### config.mk
export PLATFORM = sky130hd
export DESIGN_NAME = temp_ascii_formatter_flat
export DESIGN_NICKNAME = d
export VERILOG_FILES = /design/src/rtl/temp_ascii_formatter_if.sv /design/src/rtl/temp_ascii_formatter.sv /design/src/flat_wrapper.sv
export SDC_FILE = /design/constraint.sdc
export NUM_CORES = 1
export LEC_CHECK = 0
export ABC_AREA = 1
export CORE_ASPECT_RATIO = 1.25
export CORE_MARGIN = 2
export CORE_UTILIZATION = 30
export CTS_BUF_LIST = sky130_fd_sc_hd__clkbuf_16
export CTS_CLUSTER_DIAMETER = 80
export DETAILED_ROUTE_END_ITERATION = 16
export PLACE_DENSITY_LB_ADDON = 0.15
export SYNTH_ARGS = -nofsm -noshare
export SYNTH_HDL_FRONTEND = slang
export SYNTH_SLANG_ARGS = --single-unit
### constraint.sdc
create_clock -name clk -period 1.9 [get_ports clk]
set_input_delay 0.475 -clock clk [delete_from_list [all_inputs] [get_ports clk]]
set_output_delay 0.475 -clock clk [all_outputs]
set_load 0.005 [all_outputs]
### src/rtl/temp_ascii_formatter_if.sv
`default_nettype none
// ----------------------------------------------------------------------------
// Module   : temp_ascii_formatter_if
// Purpose  : Sample-in / UART-byte-out bundle for temp_ascii_formatter.
// Revision : 1.0
// ----------------------------------------------------------------------------
interface temp_ascii_formatter_if;
  logic        sample_valid;
  logic [31:0] sample_data;
  logic        tx_ready;
  logic        tx_done_tick;
  logic        tx_start;
  logic [7:0]  w_data;
  logic        busy;

  // master: the formatter, which sources bytes toward the UART
  modport master (
    input  sample_valid, sample_data, tx_ready, tx_done_tick,
    output tx_start, w_data, busy
  );

  modport slave (
    output sample_valid, sample_data, tx_ready, tx_done_tick,
    input  tx_start, w_data, busy
  );
endinterface
`default_nettype wire

### src/rtl/temp_ascii_formatter.sv
`default_nettype none
// ----------------------------------------------------------------------------
// Module   : temp_ascii_formatter
// Purpose  : Renders one MAX31855 frame as an ASCII line ("+0025.50\r\n" or
//            "ERRn\r\n") and streams it byte by byte to a UART.
//            Optional macro HEX_RAW_EN appends " XXXXXXXX" raw hex to normal lines.
// Revision : 1.0
// ----------------------------------------------------------------------------
module temp_ascii_formatter #(
  parameter bit CRLF      = 1'b1,
  parameter bit SIGN_PLUS = 1'b1
) (
  input  logic                  clk,
  input  logic                  reset,
  temp_ascii_formatter_if.master bus
);

  localparam logic [1:0] S_IDLE      = 2'd0;
  localparam logic [1:0] S_CONVERT   = 2'd1;
  localparam logic [1:0] S_SEND      = 2'd2;
  localparam logic [1:0] S_WAIT_DONE = 2'd3;

  localparam logic [4:0] EOL_LEN     = CRLF ? 5'd2 : 5'd1;
`ifdef HEX_RAW_EN
  localparam logic [4:0] NORM_BODY   = 5'd17;
`else
  localparam logic [4:0] NORM_BODY   = 5'd8;
`endif
  localparam logic [4:0] FAULT_BODY  = 5'd4;
  localparam logic [3:0] DABBLE_LAST = 4'd12;
  localparam logic [7:0] CH_POS_SIGN = SIGN_PLUS ? 8'h2B : 8'h20;

  logic [1:0]  state_q, state_d;
  logic        busy_q, busy_d;
  logic        tx_start_q, tx_start_d;
  logic [7:0]  w_data_q, w_data_d;
  logic [4:0]  idx_q, idx_d;
  logic        fault_q, fault_d;
  logic [2:0]  code_q, code_d;
  logic        neg_q, neg_d;
  logic [1:0]  frac_q, frac_d;
  logic [12:0] bin_q, bin_d;
  logic [15:0] bcd_q, bcd_d;
  logic [3:0]  cnt_q, cnt_d;

  logic [14:0] w_temp15;
  logic [14:0] w_mag;
  logic [11:0] w_bcd_adj;
  logic [4:0]  w_body_len;
  logic [4:0]  w_last_idx;
  logic [7:0]  w_frac_hi;
  logic [7:0]  w_hex_byte;
  logic [7:0]  w_byte;

  // 15 bits so that -8192 negates to an exact 8192
  assign w_temp15 = {bus.sample_data[31], bus.sample_data[31:18]};
  assign w_mag    = bus.sample_data[31] ? (15'd0 - w_temp15) : w_temp15;

  // Top digit never reaches 5 before the final shift (int <= 2048), so only
  // the lower three digits need the add-3 correction.
  genvar g;
  generate
    for (g = 0; g < 3; g++) begin : g_dabble
      assign w_bcd_adj[4*g +: 4] = (bcd_q[4*g +: 4] >= 4'd5) ?
                                   (bcd_q[4*g +: 4] + 4'd3) : bcd_q[4*g +: 4];
    end
  endgenerate

  assign w_body_len = fault_q ? FAULT_BODY : NORM_BODY;
  assign w_last_idx = w_body_len + EOL_LEN - 5'd1;

  always_comb begin
    case (frac_q)
      2'd0:    w_frac_hi = 8'h30;
      2'd1:    w_frac_hi = 8'h32;
      2'd2:    w_frac_hi = 8'h35;
      default: w_frac_hi = 8'h37;
    endcase
  end

`ifdef HEX_RAW_EN
  logic [31:0] raw_q, raw_d;
  logic [2:0]  w_hex_pos;
  logic [3:0]  w_nib;

  assign w_hex_pos = 3'(idx_q - 5'd9);
  assign w_nib     = 4'(raw_q >> {~w_hex_pos, 2'b00});

  always_comb begin
    if (idx_q == 5'd8)
      w_hex_byte = 8'h20;
    else if (w_nib < 4'd10)
      w_hex_byte = {4'h3, w_nib};
    else
      w_hex_byte = 8'h37 + {4'h0, w_nib};
  end
`else
  logic w_unused;
  assign w_unused   = ^{bus.sample_data[17], bus.sample_data[15:3]};
  assign w_hex_byte = 8'h00;
`endif

  always_comb begin
    w_byte = 8'h00;
    if (idx_q == w_body_len) begin
      w_byte = CRLF ? 8'h0D : 8'h0A;
    end else if (idx_q > w_body_len) begin
      w_byte = 8'h0A;
    end else if (fault_q) begin
      case (idx_q)
        5'd0:       w_byte = 8'h45;
        5'd1, 5'd2: w_byte = 8'h52;
        default:    w_byte = {5'b00110, code_q};
      endcase
    end else begin
      case (idx_q)
        5'd0:    w_byte = neg_q ? 8'h2D : CH_POS_SIGN;
        5'd1:    w_byte = {4'h3, bcd_q[15:12]};
        5'd2:    w_byte = {4'h3, bcd_q[11:8]};
        5'd3:    w_byte = {4'h3, bcd_q[7:4]};
        5'd4:    w_byte = {4'h3, bcd_q[3:0]};
        5'd5:    w_byte = 8'h2E;
        5'd6:    w_byte = w_frac_hi;
        5'd7:    w_byte = frac_q[0] ? 8'h35 : 8'h30;
        default: w_byte = w_hex_byte;
      endcase
    end
  end

  always_comb begin
    state_d    = state_q;
    busy_d     = busy_q;
    tx_start_d = 1'b0;
    w_data_d   = w_data_q;
    idx_d      = idx_q;
    fault_d    = fault_q;
    code_d     = code_q;
    neg_d      = neg_q;
    frac_d     = frac_q;
    bin_d      = bin_q;
    bcd_d      = bcd_q;
    cnt_d      = cnt_q;
`ifdef HEX_RAW_EN
    raw_d      = raw_q;
`endif
    case (state_q)
      S_IDLE: begin
        if (bus.sample_valid) begin
          busy_d  = 1'b1;
          idx_d   = 5'd0;
          fault_d = bus.sample_data[16];
          code_d  = bus.sample_data[2:0];
          neg_d   = bus.sample_data[31];
          frac_d  = w_mag[1:0];
          bin_d   = w_mag[14:2];
          bcd_d   = 16'h0000;
          cnt_d   = 4'd0;
`ifdef HEX_RAW_EN
          raw_d   = bus.sample_data;
`endif
          state_d = bus.sample_data[16] ? S_SEND : S_CONVERT;
        end
      end
      S_CONVERT: begin
        bcd_d = {bcd_q[14:12], w_bcd_adj, bin_q[12]};
        bin_d = {bin_q[11:0], 1'b0};
        cnt_d = cnt_q + 4'd1;
        if (cnt_q == DABBLE_LAST)
          state_d = S_SEND;
      end
      S_SEND: begin
        w_data_d = w_byte;
        if (bus.tx_ready) begin
          tx_start_d = 1'b1;
          state_d    = S_WAIT_DONE;
        end
      end
      S_WAIT_DONE: begin
        if (bus.tx_done_tick) begin
          if (idx_q == w_last_idx) begin
            idx_d   = 5'd0;
            busy_d  = 1'b0;
            state_d = S_IDLE;
          end else begin
            idx_d   = idx_q + 5'd1;
            state_d = S_SEND;
          end
        end
      end
      default: state_d = S_IDLE;
    endcase
  end

  always_ff @(posedge clk) begin
    if (reset) begin
      state_q    <= S_IDLE;
      busy_q     <= 1'b0;
      tx_start_q <= 1'b0;
      w_data_q   <= 8'h00;
      idx_q      <= 5'd0;
      fault_q    <= 1'b0;
      code_q     <= 3'd0;
      neg_q      <= 1'b0;
      frac_q     <= 2'd0;
      bin_q      <= 13'd0;
      bcd_q      <= 16'h0000;
      cnt_q      <= 4'd0;
    end else begin
      state_q    <= state_d;
      busy_q     <= busy_d;
      tx_start_q <= tx_start_d;
      w_data_q   <= w_data_d;
      idx_q      <= idx_d;
      fault_q    <= fault_d;
      code_q     <= code_d;
      neg_q      <= neg_d;
      frac_q     <= frac_d;
      bin_q      <= bin_d;
      bcd_q      <= bcd_d;
      cnt_q      <= cnt_d;
    end
  end

`ifdef HEX_RAW_EN
  always_ff @(posedge clk) begin
    if (reset)
      raw_q <= 32'h0000_0000;
    else
      raw_q <= raw_d;
  end
`endif

  assign bus.tx_start = tx_start_q;
  assign bus.w_data   = w_data_q;
  assign bus.busy     = busy_q;

endmodule
`default_nettype wire

### src/flat_wrapper.sv
// flat-port wrapper written by rule: the top's interface ports become plain ports
module temp_ascii_formatter_flat 
#(
  parameter bit CRLF      = 1'b1,
  parameter bit SIGN_PLUS = 1'b1
)
  (clk, reset, bus_sample_valid, bus_sample_data, bus_tx_ready, bus_tx_done_tick, bus_tx_start, bus_w_data, bus_busy);
  temp_ascii_formatter_if bus_i ();
  input  logic clk;
  input  logic reset;
  input wire logic [$bits(bus_i.sample_valid)-1:0] bus_sample_valid;
  input wire logic [$bits(bus_i.sample_data)-1:0] bus_sample_data;
  input wire logic [$bits(bus_i.tx_ready)-1:0] bus_tx_ready;
  input wire logic [$bits(bus_i.tx_done_tick)-1:0] bus_tx_done_tick;
  output wire logic [$bits(bus_i.tx_start)-1:0] bus_tx_start;
  output wire logic [$bits(bus_i.w_data)-1:0] bus_w_data;
  output wire logic [$bits(bus_i.busy)-1:0] bus_busy;
  assign bus_i.sample_valid = bus_sample_valid;
  assign bus_i.sample_data = bus_sample_data;
  assign bus_i.tx_ready = bus_tx_ready;
  assign bus_i.tx_done_tick = bus_tx_done_tick;
  assign bus_tx_start = bus_i.tx_start;
  assign bus_w_data = bus_i.w_data;
  assign bus_busy = bus_i.busy;
  temp_ascii_formatter #(.CRLF(CRLF), .SIGN_PLUS(SIGN_PLUS)) u_core (.clk(clk), .reset(reset), .bus(bus_i));
endmodule
; ---- Word level (Yosys, flattened, before mapping)
; Index checks and enable logic that the tools add are counted.
[op_classes]
magnitude_cmp = 4
mux = 35
n_reduce_logical = 12
n_addsub = 8
bitwise_logic = 1
eq_ne = 20
[ops]
columns = cell, n
row1 = 8-bit case mux with 8 select lines, 1
row2 = 16-bit case mux with 2 select lines, 1
row3 = 13-bit case mux with 2 select lines, 1
row4 = 8-bit two-way mux, 3
row5 = 5-bit by 3-bit == test with 1-bit output (second input constant), 4
row6 = 4-bit two-way mux, 5
row7 = 16-bit two-way mux, 1
row8 = 15-bit two-way mux, 1
row9 = 5-bit two-way mux, 3
row10 = 1-bit by 14-bit subtractor with 15-bit output (first input constant), 1
row11 = 7-bit case mux with 2 select lines, 1
row12 = 13-bit two-way mux, 1
row13 = 4-bit by 2-bit adder with 4-bit output (second input constant), 3
row14 = 4-bit by 3-bit >= comparator with 1-bit output (second input constant), 3
row15 = 2-bit two-way mux, 6
row16 = 5-bit by 2-bit == test with 1-bit output (second input constant), 2
row17 = 5-bit == test, 2
row18 = 5-bit case mux with 2 select lines, 1
row19 = 3-bit case mux with 3 select lines, 1
row20 = 2-bit case mux with 4 select lines, 1
row21 = 4-bit case mux with 2 select lines, 1
row22 = 4-bit AND reduction, 2
row23 = 2-bit == test (second input constant), 3
row24 = 3-bit two-way mux, 2
row25 = 19 further kinds, 30
[word_totals]
out_inout_bits = 10
register_bits = 57
word_cells = 92
input_bits = 37

; ---- Depth between registers and ports, before layout
; Gate-level depths: netlist of the first run.
[depth]
depth_word = 7
depth_mapped = 12
depth_no_buf = 12

; ---- Least setup slack after synthesis of the first run
; Ideal clock, no wire load.
[synth_path]
path_type = input to register
start = input port bus_sample_data[18]
end = register u_core.bin_q[6]
path_stages = 10
t_required_ns = 1.830
setup_ns = 0.070
slack_ns = 0.385
n_path_buf = 0
arrival_time_ns = 1.444
path_cell_list = inv_1 ha_1 inv_1 nor2_1 nand3_1 nand2_1 o21ai_0 a21oi_1 o21ai_0 a21oi_1
[synth_between]
elab_chain_cells = 4
[synth_rtl]
columns = element, line
row1 = start: declaration, flat_wrapper.sv:12  ; input wire logic [$bits(bus_i.sample_data)-1:0] bus_sample_data;
row2 = 1-bit by 14-bit subtractor with 15-bit output, temp_ascii_formatter.sv:57  ; assign w_mag = bus.sample_data[31] ? (15'd0 - w_temp15) : w_temp15;
row3 = 15-bit two-way mux, temp_ascii_formatter.sv:57
row4 = 13-bit two-way mux, temp_ascii_formatter.sv:148  ; if (bus.sample_valid) begin
row5 = 13-bit case mux with 2 select lines, temp_ascii_formatter.sv:146  ; case (state_q)
row6 = end signal: assignment, temp_ascii_formatter.sv:218  ; bin_q <= bin_d;
row7 = end: declaration, temp_ascii_formatter.sv:42  ; logic [12:0] bin_q, bin_d;
; No other way between the ends. The select of a mux whose other input is x is not followed.
; A chain may end at the register's enable or synchronous reset.

; ---- Worst setup path in the final report of the first run
[layout_path]
start = register u_core.idx_q[1]
end = register u_core.idx_q[2]
[layout_between]
elab_chain_cells = 4
elab_cells_between_ends = 5
classes_between = add/sub: 1 / eq/ne: 1 / mux: 3
[layout_rtl]
columns = element, line
row1 = start: declaration, temp_ascii_formatter.sv:37  ; logic [4:0] idx_q, idx_d;
row2 = start signal: assignment, temp_ascii_formatter.sv:213  ; idx_q <= idx_d;
row3 = 5-bit by 1-bit adder with 5-bit output or 5-bit == test (tied branches), "temp_ascii_formatter.sv:185, temp_ascii_formatter.sv:180"
row4 = 5-bit two-way mux (*), temp_ascii_formatter.sv:180  ; if (idx_q == w_last_idx) begin
row5 = 5-bit two-way mux (*), temp_ascii_formatter.sv:179  ; if (bus.tx_done_tick) begin
row6 = 5-bit case mux with 2 select lines (*), temp_ascii_formatter.sv:146
; Every way passes the cells marked *; elsewhere a longest branch is shown, timed or not. The select of a mux whose other input is x is not followed.

==> results of run 1 <==
registers in the layout, summed over array words and instances (netlist names):
register and flops:
u_core.bcd_q 16, u_core.bin_q 13, u_core.bus.busy 1, u_core.bus.tx_start 1, u_core.bus.w_data 7, u_core.cnt_q 4
u_core.code_q 3, u_core.fault_q 1, u_core.frac_q 2, u_core.idx_q 5, u_core.neg_q 1, u_core.state_q 2
kinds of logic (layout without fill, tap and decap cells):
logic type               Yosys count  in the layout  synth area share [%]
AO/OA/AOI/OAI                     96             96                 16.04
other                              1              1                0.1110
flip-flops                        56             56                 33.20
adder cells (fa/ha/maj)           15             15                 5.558
buffers and inverters             86            124                 10.74
AND/OR/NAND/NOR                  252            252                 33.31
XOR/XNOR                           4              4                 1.037
layout by cell type (no fill, tap or decap), drive strengths merged, types with 2 or more instances in the layout:
master and instances:
a22oi 5, nand2 129, xor2 4, nand4 3, clkbuf 5, nand3 51
inv 67, nor3 10, a31oi 7, buf 19, a21oi 51, dfxtp 56
o211ai 2, a211oi 2, o21ai 25, nand3b 5, nor2 53, clkdlybuf4s50 31
ha 15
metrics by stage:
| stage | utilization [%] | total power [W] | area (µm²) | cells | hold slack [ns] |
|---|---|---|---|---|---|
| after global routing | 37.08 | 0.004336 | 4090 | 683 | 0.4798 |
| after global placement | 35.44 | 0.003021 | 3909 | 675 | 0.4506 |
| final | 37.08 | 0.004039 | 4090 | 683 | 0.4593 |
| after detailed placement | 35.44 | 0.003038 | 3909 | 675 | 0.4521 |
| after floorplan | - | 0.002455 | 3377 | 510 | 0.4401 |
| after CTS | 36.93 | 0.004093 | 4073 | 683 | 0.4636 |
final cells by class:
type | count | area (µm²) | share of cell area [%]
clock inverters | 3 | 38.79 | 0.9483
flip-flops and latches | 56 | 1121 | 27.41
repair buffers | 50 | 478.0 | 11.69
multi-input cells | 368 | 1911 | 46.71
clock buffers | 5 | 125.1 | 3.059
inverters | 66 | 247.7 | 6.057
well taps | 135 | 168.9 | 4.130
per-layer routing:
layer	routed length (µm)	GRT usage (%)
met5	0	0
met4	126	4.281
met3	318	1.822
met2	4149	25.46
met1	3831	17.93
cells in the mapped netlist:
cell type / instances
sky130_fd_sc_hd__nor2_4: 4
sky130_fd_sc_hd__a21oi_1: 47
sky130_fd_sc_hd__nand2_1: 128
sky130_fd_sc_hd__nand2_2: 1
sky130_fd_sc_hd__o21ai_2: 1
sky130_fd_sc_hd__nor3_2: 1
sky130_fd_sc_hd__or2_2: 1
sky130_fd_sc_hd__nand4_1: 3
sky130_fd_sc_hd__inv_1: 59
sky130_fd_sc_hd__nor3_1: 9
sky130_fd_sc_hd__buf_1: 1
sky130_fd_sc_hd__nor2_8: 1
sky130_fd_sc_hd__dfxtp_1: 56
sky130_fd_sc_hd__o2111ai_1: 1
sky130_fd_sc_hd__nand3b_1: 5
sky130_fd_sc_hd__a21oi_2: 4
sky130_fd_sc_hd__nand3_1: 49
sky130_fd_sc_hd__buf_4: 2
sky130_fd_sc_hd__o211ai_1: 2
sky130_fd_sc_hd__a22oi_1: 5
sky130_fd_sc_hd__xor2_1: 4
sky130_fd_sc_hd__buf_6: 3
sky130_fd_sc_hd__nor2_2: 4
sky130_fd_sc_hd__a311oi_1: 1
sky130_fd_sc_hd__nor2_1: 44
sky130_fd_sc_hd__nand3_2: 2
sky130_fd_sc_hd__ha_1: 15
sky130_fd_sc_hd__a31oi_1: 7
sky130_fd_sc_hd__a211oi_1: 2
sky130_fd_sc_hd__inv_2: 7
sky130_fd_sc_hd__clkbuf_1: 6
sky130_fd_sc_hd__buf_2: 8
sky130_fd_sc_hd__o21ai_0: 24
sky130_fd_sc_hd__a21boi_0: 1
sky130_fd_sc_hd__conb_1: 1
sky130_fd_sc_hd__o22ai_1: 1
worst max-delay path, stage by stage, from the launching register on:
cell	delay (ns)
sky130_fd_sc_hd__dfxtp_1	0.34
sky130_fd_sc_hd__inv_1	0.10
sky130_fd_sc_hd__ha_1	0.14
sky130_fd_sc_hd__inv_1	0.05
sky130_fd_sc_hd__nor2_2	0.27
sky130_fd_sc_hd__nand2_1	0.14
sky130_fd_sc_hd__o21ai_0	0.26
sky130_fd_sc_hd__nand2_1	0.14
sky130_fd_sc_hd__nand2_1	0.15
sky130_fd_sc_hd__nor3_1	0.08
power groups by stage:
stage	logic, W	clock network (W)	registers (W)
floorplan	0.000969	0	0.00149
global placement	0.00150	0	0.00152
detailed placement	0.00152	0	0.00152
CTS	0.00152	0.00108	0.00149
global route	0.00169	0.00112	0.00152
finish	0.00150	0.00104	0.00149
worst paths after layout:
check | startpoint | end | cells past startpoint
worst max register to register | u_core.idx_q[1]$_SDFFE_PP0P_ | u_core.idx_q[2]$_SDFFE_PP0P_ | 9
worst max-delay path | u_core.idx_q[1]$_SDFFE_PP0P_ | u_core.idx_q[2]$_SDFFE_PP0P_ | 9
worst min-delay path | u_core.bin_q[12]$_SDFFE_PP0P_ | u_core.bin_q[12]$_SDFFE_PP0P_ | 2
worst min register to register | u_core.bin_q[12]$_SDFFE_PP0P_ | u_core.bin_q[12]$_SDFFE_PP0P_ | 2
==> metrics.log, run 1 <==
INFO  metric grt_setup_unrepaired = no
INFO  metric outcome = completed
INFO  metric grt_remaining_overflow = 0
INFO  metric place_hpwl = 6369 µm
INFO  metric areaGrowthSynthToFinish = 21.12%
INFO  metric synth_instances = 510
INFO  metric critPathLaunchType = flip-flop
INFO  metric fp.dieH = 122.6 µm
INFO  metric r2r_slack = ~0.12 ns
INFO  metric syn_area_per_cell = 6.622 µm²
INFO  metric avgRoutedWirePerCell = roughly 12 µm
INFO  metric dr_total_vias = 3266
INFO  metric seq_power_share = between 30% and 40%
INFO  metric post_cts_hold_buffer_count = 0
INFO  metric drt_wl_total = 8426 µm
INFO  metric finalCritPeriodShare = 93.91%
INFO  metric initial_utilization = 30.62%
INFO  metric hold_path_class = reg2reg
INFO  metric drtAntennaViolNets = 0
INFO  metric fin_crit = 1.784 ns
INFO  metric design.die.area = 0.01213 mm²
INFO  metric worst_slew_margin_rel = 65.70%
INFO  metric track_usage = 14.28%
INFO  metric core = 0.01103 mm²
INFO  metric timing.setup.critical_path_class = reg2reg
INFO  metric ys_warn_count = 0
INFO  metric comb_power_share = 37.2%
INFO  metric max_freq = 560.4 MHz
INFO  metric dominant_cells_by_area_after_synthesis = sky130_fd_sc_hd__dfxtp_1 33%, sky130_fd_sc_hd__nand2_1 14%, sky130_fd_sc_hd__nand3_1 7.3%
INFO  metric p_sw = ~0.0015 W
INFO  metric setup_slack = about 0.12 ns
INFO  metric tritoncts_num_sinks = 56
INFO  metric power.static_leakage = 1.653 nW
INFO  metric num_rows = between 40 and 50
INFO  metric drt-pass1-iter-count = 4
INFO  metric grt_antenna_before_repair = 0
INFO  metric cp-end-kind = flip-flop
INFO  metric die_w = 98.90 µm
INFO  metric synth_fp_nets = 562
INFO  metric fin_nets = approximately 600
INFO  metric tritoncts = done
INFO  metric largest_net_degree_at_the_start_of_global_routing = 29
INFO  metric critical_path.max_fanout = 7
INFO  metric gp_weighted_congestion = 0.8261
INFO  metric clk_latency = 0.29 ns
INFO  metric power.density = 987.5 mW/mm²
INFO  metric finalSetupTns = 0 ns
INFO  metric clk_pin_slew_worst_paths = 0.07 ns
INFO  metric clock_power_share = 25.8%
INFO  metric ys_seq_area_share = 33.20%
INFO  metric worst_ep_arrival_time = 1.96 ns
INFO  metric filler_cells_inserted = 1184
INFO  metric finalMaxSlewViolations = 0
INFO  metric cts.repair_timing.setup_buffer_count = 0
INFO  metric worstPathRequired = between 2 and 2.5 ns
INFO  metric post-synth-top-area-cell = sky130_fd_sc_hd__dfxtp_1
INFO  metric worst_clock_skew = 0.006068 ns
INFO  metric cts_repair_resize_count = 0
INFO  metric power.switching_fraction = 36.49%
INFO  metric power_report.internal_total = ~0.0026 W
INFO  metric diodes = 0
INFO  metric drt_iter0_markers = roughly 110
INFO  metric timing_hold_violations_final = 0
INFO  metric first_pass_grt_wire_length = 14190 µm
INFO  metric synth_area = 0.003377 mm²
INFO  metric clock_tree.htree_level_count = 2
INFO  metric design.portCount = 47
INFO  metric synth.ff_latch_count = 56
INFO  metric worst-slew-pin-transition = 0.5139 ns
INFO  metric clock_tree.root_cell = sky130_fd_sc_hd__clkbuf_16
INFO  metric ir_worst_vdd = between 0.5 and 0.6 mV
INFO  metric synth_top_cell_area_share = 33.20%
INFO  metric io_buffer_count = 31
INFO  metric ys_types = 36
INFO  metric layout_cells_sized_above_1 = 10.40%
INFO  metric setup_violations = 0
INFO  metric post-route-drc-count = 0
INFO  metric first_global_vias = 3061
INFO  metric cts_inserted_buffers = 5
INFO  metric maximum_number_of_buffers_from_clock_root_to_sink = 2
INFO  metric place_worst_setup_slack = -0.2401 ns
INFO  metric vias_per_cell = between 4 and 5
INFO  metric timing.max_cap.violations = 0
(Power assumes the default switching activity.)
==> run 2, diff against run 1 <==
Settings changed: CORE_UTILIZATION 30 to 55.
==> run 2 against run 1 <==
Effect of this change:
- core utilization grew 32 points
- cell area shrank 1.7%
- worst hold slack gained 0.0033 ns
==> metrics.log, run 2 (synthesized netlist as in run 1, its figures left out) <==
INFO  metric drt_wl_total = 7558 µm (-10%)
INFO  metric most-common-layout-cells = 127 x sky130_fd_sc_hd__nand2_1, 60 x sky130_fd_sc_hd__inv_1, 56 x sky130_fd_sc_hd__dfxtp_1, 48 x sky130_fd_sc_hd__nand3_1, 47 x sky130_fd_sc_hd__a21oi_1
INFO  metric final_common_cell = sky130_fd_sc_hd__nand2_1
INFO  metric first_pass_grt_wire_length = 13050 µm (-8.0%)
INFO  metric avgRoutedWirePerCell = 11.96 µm (-3.1%)
INFO  metric ir_worst_vdd = 0.6730 mV (+29%)
INFO  metric post-route-drc-count = 0 (unchanged)
INFO  metric dp.cells = 624 (-7.6%)
INFO  metric grt_antenna_before_repair = 0 (unchanged)
INFO  metric power.static_leakage = 1.659 nW (+0.39%)
INFO  metric initial_utilization = 57.66% (+27 points)
INFO  metric tritoncts_num_sinks = 56 (unchanged)
INFO  metric critical-path-top-cell-by-count = sky130_fd_sc_hd__nand2_1
INFO  metric largest_net_degree_at_the_start_of_global_routing = 31 (+6.9%)
INFO  metric timing.setup.critical_path_class = in2reg
INFO  metric timing.max_cap.violations = 0 (unchanged)
INFO  metric startpoint_of_the_lowest_slack_register_to_register_path = u_core.idx_q[0]$_SDFFE_PP0P_
INFO  metric largest_register_ffs = 16 (unchanged)
INFO  metric finalHoldWorstSlack = 0.4627 ns (+0.003345 ns)
INFO  metric fp.dieH = 91.61 µm (-25%)
INFO  metric worst_ep_arrival_time = 1.97 ns (about the same)
INFO  metric drt-pass1-iter-count = 5 (+1)
INFO  metric die_w = 74.09 µm (-25%)
INFO  metric worstPathRequired = 2.13 ns (+0.05 ns)
INFO  metric design.portCount = 47 (unchanged)
INFO  metric setup_violations = 0 (unchanged)
INFO  metric clk_pin_slew_worst_paths = 0.07 ns (about the same)
INFO  metric tritoncts = done
INFO  metric place_hpwl = 5700 µm (-11%)
INFO  metric diodes = 0 (unchanged)
INFO  metric finalMaxSlewViolations = 0 (unchanged)
INFO  metric finalCritPeriodShare = 92.03% (-1.9 points)
INFO  metric cp_cell_sequence = clkdlybuf4s50_1 -> nor2_1 -> inv_1 -> nor2_2 -> nand3_1 -> nand2_1 -> nand2_1 -> nand2_1 -> nand3_1 -> a21oi_1
INFO  metric cp_top_family = simple AND/OR/NAND/NOR gates
INFO  metric clk_latency = 0.29 ns (about the same)
INFO  metric vias_per_cell = 5.248 (+9.8%)
INFO  metric grt_remaining_overflow = 0 (unchanged)
INFO  metric drtAntennaViolNets = 0 (unchanged)
INFO  metric clock_tree.htree_level_count = 2 (unchanged)
INFO  metric dr_total_vias = 3317 (+1.6%)
INFO  metric crit_path_top_delay_cell = sky130_fd_sc_hd__clkdlybuf4s50_1
INFO  metric fin_nets = 601 (+0.33%)
INFO  metric cp-end-kind = flip-flop
INFO  metric layout_cells_sized_above_1 = 10.55% (+0.14 points)
INFO  metric design.die.area = 0.006787 mm² (-44%)
INFO  metric worstHoldPathCells = 2 (unchanged)
INFO  metric final_cells = 632 (-7.5%)
INFO  metric power.density = 996.6 mW/mm² (+0.93%)
INFO  metric io_buffer_count = 31 (unchanged)
INFO  metric gp_weighted_congestion = 0.8797 (+6.5%)
INFO  metric drt_iter0_markers = 207 (+86%)
INFO  metric whs_endpoint = u_core.bin_q[11]$_SDFFE_PP0P_
INFO  metric max_freq = 571.9 MHz (+2.0%)
INFO  metric post_cts_hold_buffer_count = 0 (unchanged)
INFO  metric timing.critical_path.buf_inv = 2 (unchanged)
INFO  metric setup_slack = 0.1514 ns (+0.03574 ns)
INFO  metric worstRegToRegCells = 12 (+3)
INFO  metric clock_tree.root_cell = sky130_fd_sc_hd__clkbuf_16
INFO  metric r2r_slack = 0.21 ns (+0.09 ns)
INFO  metric track_usage = 23.71% (+9.4 points)
INFO  metric cts.repair_timing.setup_buffer_count = 0 (unchanged)
INFO  metric areaGrowthSynthToFinish = 19.08%
INFO  metric cts_inserted_buffers = 5 (unchanged)
INFO  metric maximum_number_of_buffers_from_clock_root_to_sink = 2 (unchanged)
INFO  metric fin_crit = 1.749 ns (-0.03574 ns)
INFO  metric regToRegEndpoint = u_core.bus.w_data[2]$_SDFFE_PP0P_
INFO  metric regMostFlops = u_core.bcd_q
INFO  metric num_rows = 31 (-28%)
INFO  metric first_global_vias = 3127 (+2.2%)
INFO  metric core = 0.005857 mm² (-47%)
INFO  metric holdCritStartpoint = u_core.bin_q[11]$_SDFFE_PP0P_
INFO  metric cts_repair_resize_count = 0 (unchanged)
INFO  metric critPathMaxStageDelay = 0.42 ns (+0.08 ns)
INFO  metric critical_path.max_fanout = 3 (-4)
INFO  metric critPathLaunchType = input pin
INFO  metric worst_clock_skew = 0.003056 ns (-0.003012 ns)
INFO  metric timing_hold_violations_final = 0 (unchanged)
INFO  metric place_worst_setup_slack = -0.2164 ns (+0.02366 ns)
INFO  metric hold_path_class = reg2reg
INFO  metric outcome = completed
==> run 2: cell types whose count changed in the layout (fill, tap and decap cells not counted) <==
cell                      previous run  this run
sky130_fd_sc_hd__buf_12              2         1
sky130_fd_sc_hd__buf_4              17        20
sky130_fd_sc_hd__nand3_1            47        48
sky130_fd_sc_hd__nand3_2             4         3
sky130_fd_sc_hd__o21ai_0            23        22
sky130_fd_sc_hd__o21ai_1             1         2
==> run 2: per-stage QoR <==
step | TNS [ns] | instance area [µm²] | util (%) | power (W)
after floorplan | 0 | 3377 | - | 0.002455
after global placement | -0.4851 | 3845 | 65.65 | 0.002952
after detailed placement | -0.9511 | 3845 | 65.65 | 0.002984
after CTS | 0 | 4009 | 68.45 | 0.004007
after global routing | -0.01318 | 4021 | 68.66 | 0.004291
final | 0 | 4021 | 68.66 | 0.004008
==> run 2: worst max path at each step <==
| stage | from | end | slack (ns) | cells past startpoint |
|---|---|---|---|---|
| floorplan | bus_sample_data[18] | u_core.bin_q[6]$_SDFFE_PP0P_ | 0.39 | 10 |
| global route | bus_sample_data[19] | u_core.bin_q[6]$_SDFFE_PP0P_ | -0.01 | 11 |
| global placement | bus_sample_data[19] | u_core.bin_q[6]$_SDFFE_PP0P_ | -0.14 | 11 |
| CTS | bus_sample_data[19] | u_core.bin_q[6]$_SDFFE_PP0P_ | 0.08 | 11 |
| finish | bus_sample_data[22] | u_core.bin_q[9]$_SDFFE_PP0P_ | 0.15 | 10 |
| detailed placement | bus_sample_data[19] | u_core.bin_q[6]$_SDFFE_PP0P_ | -0.22 | 11 |
==> run 2: layout make-up <==
class	count	area [µm²]
Multi-Input combinational cell	368	1906
Clock buffer	5	125.1
Fill cell	522	1836
Clock inverter	3	38.79
Sequential cell	56	1121
Timing Repair Buffer	52	480.5
Tap cell	82	102.6
Inverter	66	247.7
==> run 2: worst reg2reg max path, delay by kind of cell, from the launching register on <==
kind / cells / cell delay [ns]
DFF: 1 / 0.41
buffers and inverters: 3 / 0.31
AOI/OAI and AO/OA: 1 / 0.05
and+or+nand+nor: 7 / 0.62
adders and majority gates: 1 / 0.20
==> run 2: routing by layer <==
metal | vias up | wire length, µm | share of wire [%] | global-route usage, %
li1 | 1735 | - | - | -
met1 | 1494 | 3227 | 43 | 27.45
met2 | 71 | 3932 | 52 | 43.15
met3 | 17 | 223 | 3.0 | 2.886
met4 | 0 | 174 | 2.3 | 8.485
met5 | - | 0 | 0 | 0
==> run 2: where the power goes <==
group,internal (W),switching [W]
clock,0.000616,0.000417
sequential,0.00136,0.000130
combinational,0.000592,0.000893
==> run 3, diff against run 2 <==
Settings changed: CORE_UTILIZATION 55 to 40, MAX_ROUTING_LAYER from default to met4.
==> run 3 against run 2 <==
Effect of this change:
- die area up 36%
- routed wire length up 3.9%
- via count down 1.0%
- register-to-register slack worse by 0.05 ns
- fmax up 0.64%
- first-iteration DRC count down 44%
- clock skew up 0.0059 ns
- sequential power about the same
- final cell count up 2.1%
- sequential cell count unchanged
- critical endpoint is now u_core.idx_q[2]$_SDFFE_PP0P_
- largest power group unchanged
==> metrics.log, run 3 (synthesized netlist as in run 1, its figures left out) <==
INFO  metric outcome = completed
INFO  metric fp.dieH = 106.7 µm (+17%)
INFO  metric design.portCount = 47 (unchanged)
INFO  metric io_buffer_count = 31 (unchanged)
INFO  metric top_usage_layer = met2
INFO  metric setup_violations = 0 (unchanged)
INFO  metric worst_clock_skew = 0.008989 ns (+0.005933 ns)
INFO  metric worstRegToRegCells = 9 (-3)
INFO  metric gp_weighted_congestion = 0.8547 (-2.8%)
INFO  metric timing.max_cap.violations = 0 (unchanged)
INFO  metric regMostFlops = u_core.bcd_q
INFO  metric critical_path.max_fanout = 4 (+1)
INFO  metric fin_nets = 599 (-0.33%)
INFO  metric vias_per_cell = 5.090 (-3.0%)
INFO  metric combined_area_of_the_multi_input_logic_cells = 0.001906 mm² (unchanged)
INFO  metric finalMaxSlewViolations = 0 (unchanged)
INFO  metric design.die.area = 0.009198 mm² (+36%)
INFO  metric groute.layer.met1.usage = 20.81% (-6.6 points)
INFO  metric ir_worst_vdd = 0.6700 mV (-0.44%)
INFO  metric grt_antenna_before_repair = 0 (unchanged)
INFO  metric die_w = 86.18 µm (+16%)
INFO  metric core = 0.008240 mm² (+41%)
INFO  metric areaGrowthSynthToFinish = 18.86%
INFO  metric most-common-layout-cells = 127 x sky130_fd_sc_hd__nand2_1, 57 x sky130_fd_sc_hd__inv_1, 56 x sky130_fd_sc_hd__dfxtp_1, 48 x sky130_fd_sc_hd__nand3_1, 47 x sky130_fd_sc_hd__a21oi_1
INFO  metric grt_remaining_overflow = 0 (unchanged)
INFO  metric groute.layer.met3.usage = 2.386% (-0.50 points)
INFO  metric power.static_leakage = 1.653 nW (-0.37%)
INFO  metric power.total = 0.003884 W (-3.1%)
INFO  metric finalHoldWorstSlack = 0.4631 ns (+0.0004420 ns)
INFO  metric filler_cells_inserted = 884 (+69%)
INFO  metric avgRoutedWirePerCell = 12.18 µm (+1.8%)
INFO  metric maximum_number_of_buffers_from_clock_root_to_sink = 2 (unchanged)
INFO  metric drtAntennaViolNets = 0 (unchanged)
INFO  metric cts_inserted_buffers = 5 (unchanged)
INFO  metric timing_hold_violations_final = 0 (unchanged)
INFO  metric dr_total_vias = 3283 (-1.0%)
INFO  metric grt_setup_unrepaired = no
INFO  metric layout_cells_sized_above_1 = 10.77% (+0.22 points)
INFO  metric num_rows = 37 (+19%)
INFO  metric global_routing_met2_resource_utilization = 34.00% (-9.2 points)
INFO  metric seqCellArea = 0.001121 mm² (unchanged)
INFO  metric power.density = 967.5 mW/mm² (-2.9%)
INFO  metric fin_crit = 1.737 ns (-0.01118 ns)
INFO  metric finalSetupTns = 0 ns (unchanged)
INFO  metric clock_tree.root_cell = sky130_fd_sc_hd__clkbuf_16
INFO  metric max_freq = 575.6 MHz (+0.64%)
INFO  metric hold_path_class = reg2reg
INFO  metric finalCritPeriodShare = 91.44% (-0.59 points)
INFO  metric first_global_vias = 3202 (+2.4%)
INFO  metric clk_pin_slew_worst_paths = 0.07 ns (about the same)
INFO  metric final_core_util = 48.71% (-20 points)
INFO  metric worstPathRequired = 2.08 ns (-0.05 ns)
INFO  metric critPathLaunchType = flip-flop
INFO  metric tritoncts = done
INFO  metric largest_net_degree_at_the_start_of_global_routing = 33 (+6.5%)
INFO  metric place_hpwl = 6143 µm (+7.8%)
INFO  metric diodes = 0 (unchanged)
INFO  metric clock_tree.htree_level_count = 2 (unchanged)
INFO  metric clk_latency = 0.29 ns (about the same)
INFO  metric timing.setup.critical_path_class = reg2reg
INFO  metric track_usage = 18.54% (-5.2 points)
INFO  metric drt-pass1-iter-count = 4 (-1)
INFO  metric post-route-drc-count = 0 (unchanged)
INFO  metric largest_register_ffs = 16 (unchanged)
INFO  metric drt_wl_total = 7853 µm (+3.9%)
INFO  metric initial_utilization = 40.98% (-17 points)
INFO  metric worstHoldPathCells = 2 (unchanged)
INFO  metric cts.repair_timing.setup_buffer_count = 0 (unchanged)
INFO  metric cp-end-kind = flip-flop
INFO  metric final_common_cell = sky130_fd_sc_hd__nand2_1
INFO  metric first_pass_grt_wire_length = 13690 µm (+4.9%)
INFO  metric worst_ep_arrival_time = 1.91 ns (-0.06 ns)
INFO  metric drt_iter0_markers = 115 (-44%)
INFO  metric tritoncts_num_sinks = 56 (unchanged)
run 3: cell count changes in the layout (fill, tap and decap cells not counted), moves of 2 or more:
| cell | previous run | this run |
|---|---|---|
| sky130_fd_sc_hd__inv_2 | 7 | 9 |
| sky130_fd_sc_hd__buf_4 | 20 | 18 |
| sky130_fd_sc_hd__dlymetal6s2s_1 | 0 | 2 |
| sky130_fd_sc_hd__inv_1 | 60 | 57 |
| sky130_fd_sc_hd__clkdlybuf4s50_1 | 31 | 29 |
run 3: worst paths after layout:
kind	start	endpoint	slack, ns
max	u_core.idx_q[2]$_SDFFE_PP0P_	u_core.idx_q[2]$_SDFFE_PP0P_	0.16
min reg2reg	u_core.bin_q[12]$_SDFFE_PP0P_	u_core.bin_q[12]$_SDFFE_PP0P_	0.46
max reg2reg	u_core.idx_q[2]$_SDFFE_PP0P_	u_core.idx_q[2]$_SDFFE_PP0P_	0.16
min	u_core.bin_q[12]$_SDFFE_PP0P_	u_core.bin_q[12]$_SDFFE_PP0P_	0.46
run 3: power by group:
part	switching, W	internal [W]	total, W	leakage (nW)
Sequential	0.000125	0.00136	0.00148	0.456
Combinational	0.000902	0.000572	0.00147	1.12
Clock	0.000430	0.000494	0.000925	0.0742
Total	0.00146	0.00243	0.00388	1.65
run 3: timing repair:
item | 4_1_cts | 5_1_grt
setup endpoints to repair | 0 | 3
hold buffers | 0 | 0
resized for setup | 0 | 9
run 3: metrics by stage:
step	setup slack, ns	area [µm²]	cells
final	0.1626	4014	645
after global routing	0.01508	4014	645
after CTS	0.04044	3996	645
after detailed placement	-0.2565	3849	637
after global placement	-0.2143	3849	637
after floorplan	0.3854	3377	510
run 3: worst max-delay path, stage by stage, from the launching register on:
cell,delay (ns)
sky130_fd_sc_hd__dfxtp_1,0.41
sky130_fd_sc_hd__inv_2,0.10
sky130_fd_sc_hd__ha_1,0.28
sky130_fd_sc_hd__nand2_1,0.05
sky130_fd_sc_hd__inv_1,0.11
sky130_fd_sc_hd__nand2_1,0.10
sky130_fd_sc_hd__o21ai_0,0.25
sky130_fd_sc_hd__nand2_1,0.12
sky130_fd_sc_hd__nand2_1,0.13
sky130_fd_sc_hd__nor3_1,0.08
run 3: routing by layer:
| layer | part of all wire, % | wire (µm) |
|---|---|---|
| met1 | 44 | 3465 |
| met5 | 0 | 0 |
| met3 | 2.6 | 203 |
| met4 | 1.5 | 117 |
| met2 | 52 | 4067 |
run 3: layout make-up:
cell class	count	area share (%)
multi-input combinational	368	47.48
sequential	56	27.93
timing repair buffer	50	11.72
inverter	66	6.172
clock buffer	5	3.117
tap	97	3.024
clock inverter	3	0.5611
==> edit 1: new RTL, flow settings as in run 3 <==
`CRLF` is set to 1'b1 in 2 places; all go to 1'b0.
--- a/src/rtl/temp_ascii_formatter.sv
+++ b/src/rtl/temp_ascii_formatter.sv
@@ -9,3 +9,3 @@
 module temp_ascii_formatter #(
-  parameter bit CRLF      = 1'b1,
+  parameter bit CRLF      = 1'b0,
   parameter bit SIGN_PLUS = 1'b1
--- a/src/flat_wrapper.sv
+++ b/src/flat_wrapper.sv
@@ -3,3 +3,3 @@
 #(
-  parameter bit CRLF      = 1'b1,
+  parameter bit CRLF      = 1'b0,
   parameter bit SIGN_PLUS = 1'b1
Formal check against the unedited RTL: no difference found for any inputs over 10 cycles, from zero or initial values and one cycle with reset high; that may be too few to reach the edited logic, so the function may still have changed.
==> edit 1 against run 3 <==
  * Wire length is 2.5% lower
  * Count of clock-buffer cells in the layout stayed put
  * Sequential share of layout area is 0.11 points higher
  * Core utilization is 2.0 points higher
  * Sequential cell count stayed put
  * Area after synthesis is 3.3% lower
  * Register-to-register slack better by 0.05 ns
  * Critical endpoint is now u_core.bin_q[9]
  * Worst hold slack hardly changed
  * Cell area is 0.41% lower
  * Largest power group unchanged
  * Worst setup slack better by 0.042 ns
  * First-iteration DRC count is 18% lower
  * Total power is 1.4% higher
==> edit 1: results (changes against run 3) <==
Placement
  – Port Buf Inserts: 31 (unchanged)
  – Final RePlAce weighted congestion: 0.888 (+3.8%)
  – DPL Wire Length: 5900 um (-4.0%)

Detailed routing
  – Routed vias/inst: 5.05 (-0.87%)
  – Top routing layer in use: met4
  – Met1 wire length: 3430 um (-0.89%)
  – Met3 wire len: 166 um (-18%)
  – Total Wirelength: 7660 um (-2.5%)
  – DRT iter0 DRCs: 94 (-18%)
  – Met2 routed wirelength: 3910 um (-3.8%)

Run status
  – Status: finished, final reports clean

Power
  – Leak pwr: 1.62 nW (-1.8%)
  – Max rail drop VDD: 464 uV (-31%)
  – Sw frac: 34.8% (-2.8 points)
  – Clk. pwr: 1.03 mW (+11%)
  – Internal power: 2.57 mW (+5.9%)
  – Combinational Power Share: 36.4% (-1.6 points)

STA
  – Hold_ws: 0.463 ns (-0.0000330 ns)
  – Clk_skew: 0.00355 ns (-0.00544 ns)

Worst setup path
  – Flop2flop setup slack: 0.21 ns (+0.05 ns)
  – WP data arrival: 1.92 ns
  – Slowest-stage cell, CP: clkdlybuf4s50_1
  – Max FO, Critical Path: 3 (-1)

Min path
  – Hold Crit Class: register to register

GRT
  – Initial antenna violation count: 0 (unchanged)
  – Largest net degree at the start of global routing: 41 (+24%)
  – Gr usage total: 18.9% (+0.33 points)
  – First-pass GRT wire length: 13800 um (+1.1%)

CTS
  – CTS max path bufs: 2 (unchanged)
  – Root Buffer: clkbuf_16

Logic synthesis
  – Area contributors post-synth: dfxtp_1 (34%), nand2_1 (13%), a21oi_1 (8.1%)
  – Seq/Total Area, Yosys: 34.3% (+1.1 points)
  – Syn Nets: 545 (-3.0%)
  – Synth cell count leaders: nand2_1 (114), inv_1 (60), dfxtp_1 (56)
  – Library cells used by synthesis: 31 (-14%)
  – Synth Flop Type: dfxtp_1

Final layout
  – Largest Register: u_core.bcd_q
  – Max FFs per register: 16 (unchanged)
  – Layout net count: 588 (-1.8%)
  – Layout cells sized above 1: 9.87% (-0.90 points)
edit 1: changes by cell type in the layout (fill, tap and decap cells not counted), sizes merged:
cell	change
nand2	-13
nor2	-9
buf	+6
o21ai	+6
nand3	-4
a21oi	+2
clkdlybuf4s50	+2
dlymetal6s2s	-2
nand4	+2
a211oi	+1
bufinv	+1
inv	-1
nor3	-1
o2111ai	-1
edit 1: cell type report:
cell class,count,area [sq um]
well taps,95,119
inverters,66,248
repair buffers,56,548
clock inverters,3,37.5
multi-input cells,351,1800
clock buffers,5,125
fillers,811,3880
flip-flops and latches,56,1120
edit 1: layer usage:
metal  vias up  global-route usage [%]
met3        14                    2.21
li1       1697                       -
met4         0                    4.88
met5         -                       -
met1      1434                    22.3
met2        44                    33.7
edit 1: final timing paths:
path | startpoint | endpoint | cells after the start
worst max register to register | u_core.idx_q[0] | u_core.idx_q[2] | 9
worst min-delay path | u_core.bus.busy | u_core.bus.busy | 2
worst max-delay path | bus_sample_data[19] | u_core.bin_q[9] | 11
worst min register to register | u_core.bus.busy | u_core.bus.busy | 2
edit 1: cells by family after synthesis:
group                    count (synthesis)  share of synthesized area [%]
adder cells (fa/ha/maj)                 15                           5.74
XOR/XNOR                                 4                           1.07
AO/OA/AOI/OAI                          104                           17.2
other                                    1                          0.115
buffers and inverters                   86                           11.1
AND/OR/NAND/NOR                        227                           30.4
flip-flops                              56                           34.3
edit 1: per-stage QoR:
stage	worst slack [ns]	TNS [ns]	instances	cell area, sq um
CTS	0.0773	0	632	3990
global placement	-0.178	-0.538	624	3820
global route	0.0231	0	632	4000
detailed placement	-0.222	-0.902	624	3820
floorplan	0.388	0	493	3270
finish	0.205	0	632	4000
edit 1: worst max-delay path: cells and delay by family:
kind,cells,cell delay (ns)
compound gates,1,0.12
buf+inv,3,0.60
simple gates,7,0.73
==> edit 2: new RTL, flow settings as in run 3 <==
Made on the original files. `w_data_q` no longer has a reset.
--- a/src/rtl/temp_ascii_formatter.sv
+++ b/src/rtl/temp_ascii_formatter.sv
@@ -198,3 +198,2 @@
       tx_start_q <= 1'b0;
-      w_data_q   <= 8'h00;
       idx_q      <= 5'd0;
@@ -211,3 +210,2 @@
       tx_start_q <= tx_start_d;
-      w_data_q   <= w_data_d;
       idx_q      <= idx_d;
@@ -223,2 +221,6 @@
 
+  always_ff @(posedge clk) begin
+    w_data_q <= w_data_d;
+  end
+
 `ifdef HEX_RAW_EN
Check against the original RTL: differs if reset is asserted again (counterexample within 4 cycles, from zero or initial values and one cycle with reset high); with reset held inactive, the same outputs for 10 cycles.
==> edit 2 against run 3 <==
  * Clock skew down 0.0022 ns
  * Sequential share of layout area up 1.3 points
  * Non-clock buffer count up 4
  * Synthesized cell count down 1.4%
  * Worst setup slack better by 0.062 ns
  * Area after synthesis up 0.78%
  * Sequential power up 5%
  * Total power up 1.8%
  * Cell count unchanged
  * Sequential cell count unchanged
  * Via count down 1.9%
  * Cell area up 1.7%
  * Wire length down 2.0%
  * Global-route usage down 0.86 points
  * Largest power group unchanged
==> edit 2: results (changes against run 3) <==
Logic synthesis
  – Area contributors post-synth: dfxtp_1 (29%), nand2_1 (13%), a21oi_1 (7.4%)
  – Seq/Total Area, Yosys: 35.0% (+1.8 points)
  – Cells after synthesis: 503 (-1.4%)
  – Syn Nets: 555 (-1.2%)
  – Synth cell count leaders: nand2_1 (119), nor2_1 (51), a21oi_1 (50), inv_1 (50), dfxtp_1 (49)

Min path
  – Hold Path End: u_core.bcd_q[0]

Run status
  – Status: finished, final reports clean

GRT
  – Vias in the first global route: 3008 (-6.1%)
  – Largest net degree at the start of global routing: 38 (+15%)
  – First-pass GRT wire length: 12900 um (-5.8%)
  – Gr usage total: 17.7% (-0.86 points)

Worst setup path
  – FF-to-FF path depth: 11 (+2)
  – Reg2Reg Capture Point: u_core.bus.w_data[2]
  – WP data arrival: 1.72 ns (-0.19 ns)
  – Worst stage delay on the critical path: 0.34 ns (-0.07 ns)
  – Max FO, Critical Path: 6 (+2)
  – Flop2flop setup slack: 0.22 ns (+0.06 ns)
  – Worst r2r src: u_core.idx_q[1]

Detailed routing
  – DRT iter0 DRCs: 108 (-6.1%)
  – Wirelength per Cell: 11.9 um (-2.0%)
  – Total number of vias: 3220 (-1.9%)

Placement
  – DPL Wire Length: 5990 um (-2.5%)
  – Setup WS pre-CTS: -0.0434 ns (+0.213 ns)
  – Final RePlAce weighted congestion: 0.886 (+3.6%)

Final layout
  – Fillers: 882 (-0.23%)
  – Layout cells sized above 1: 10.6% (-0.18 points)

Power
  – Leak pwr: 1.68 nW (+1.9%)
  – Max rail drop VDD: 490 uV (-27%)

STA
  – Clk_skew: 0.00676 ns (-0.00223 ns)
edit 2: layer usage:
| metal | wire [um] | up-vias | GRT usage, % |
|---|---|---|---|
| met5 | 0 | - | - |
| met4 | 75 | 0 | 5.58 |
| met3 | 159 | 4 | 2.31 |
| met2 | 3910 | 41 | 31.6 |
| met1 | 3550 | 1434 | 20.2 |
| li1 | - | 1741 | - |
edit 2: kinds of logic (layout without fill, tap and decap cells):
kind of cell | Yosys count | count (layout) | share of synthesized area [%]
XOR/XNOR | 5 | 5 | 1.29
other | 1 | 1 | 0.110
flip-flops | 56 | 56 | 35.0
buffers and inverters | 75 | 120 | 9.34
adder cells (fa/ha/maj) | 15 | 15 | 5.51
AO/OA/AOI/OAI | 94 | 94 | 15.1
AND/OR/NAND/NOR | 257 | 257 | 33.7
edit 2: worst max path at each step:
stage                        startpoint              endpoint  slack, ns  cells after the start
finish                  u_core.idx_q[1]  u_core.bus.w_data[2]       0.22                     11
global route            u_core.idx_q[1]  u_core.bus.w_data[3]       0.06                     10
CTS                     u_core.idx_q[1]  u_core.bus.w_data[2]       0.10                     11
detailed placement  bus_sample_data[21]      u_core.bin_q[11]      -0.04                      7
global placement    bus_sample_data[21]      u_core.bin_q[11]      -0.02                      7
floorplan               u_core.idx_q[2]  u_core.bus.w_data[2]       0.29                     11
edit 2: final cells by class:
cell class / instances / area share, %
Tap cell: 97 / 2.97
Multi-Input combinational cell: 372 / 46.5
Timing Repair Buffer: 54 / 12.4
Clock inverter: 3 / 0.429
Inverter: 58 / 5.33
Clock buffer: 5 / 3.07
Sequential cell: 56 / 29.2
edit 2: critical path: cells and delay by family, from the launching register on:
family	cells	cell delay, ns
buffers and inverters	2	0.15
AOI/OAI and AO/OA	1	0.07
and+or+nand+nor	7	0.70
DFF	1	0.34
adders and majority gates	1	0.17
edit 2: what timing repair did:
item,in CTS,in global routing
gates resized for setup,0,2
setup buffers,0,0
setup endpoints to repair,0,3
edit 2: stage by stage:
| stage | hold slack [ns] | power (mW) | setup TNS [ns] | area, sq um |
|---|---|---|---|---|
| 6_report | 0.464 | 3.95 | 0 | 4080 |
| 5_1_grt | 0.495 | 4.22 | 0 | 4080 |
| 4_1_cts | 0.466 | 4.00 | 0 | 4080 |
| 3_5_place_dp | 0.454 | 3.07 | -0.103 | 3930 |
| 3_3_place_gp | 0.449 | 3.05 | -0.0168 | 3930 |
| 2_1_floorplan | 0.439 | 2.54 | 0 | 3400 |
edit 2: power breakdown:
group / switching [mW] / total (mW) / internal [mW]
combinational: 0.859 / 1.49 / 0.627
sequential: 0.121 / 1.55 / 1.43
clock: 0.431 / 0.917 / 0.486
total: 1.41 / 3.95 / 2.54
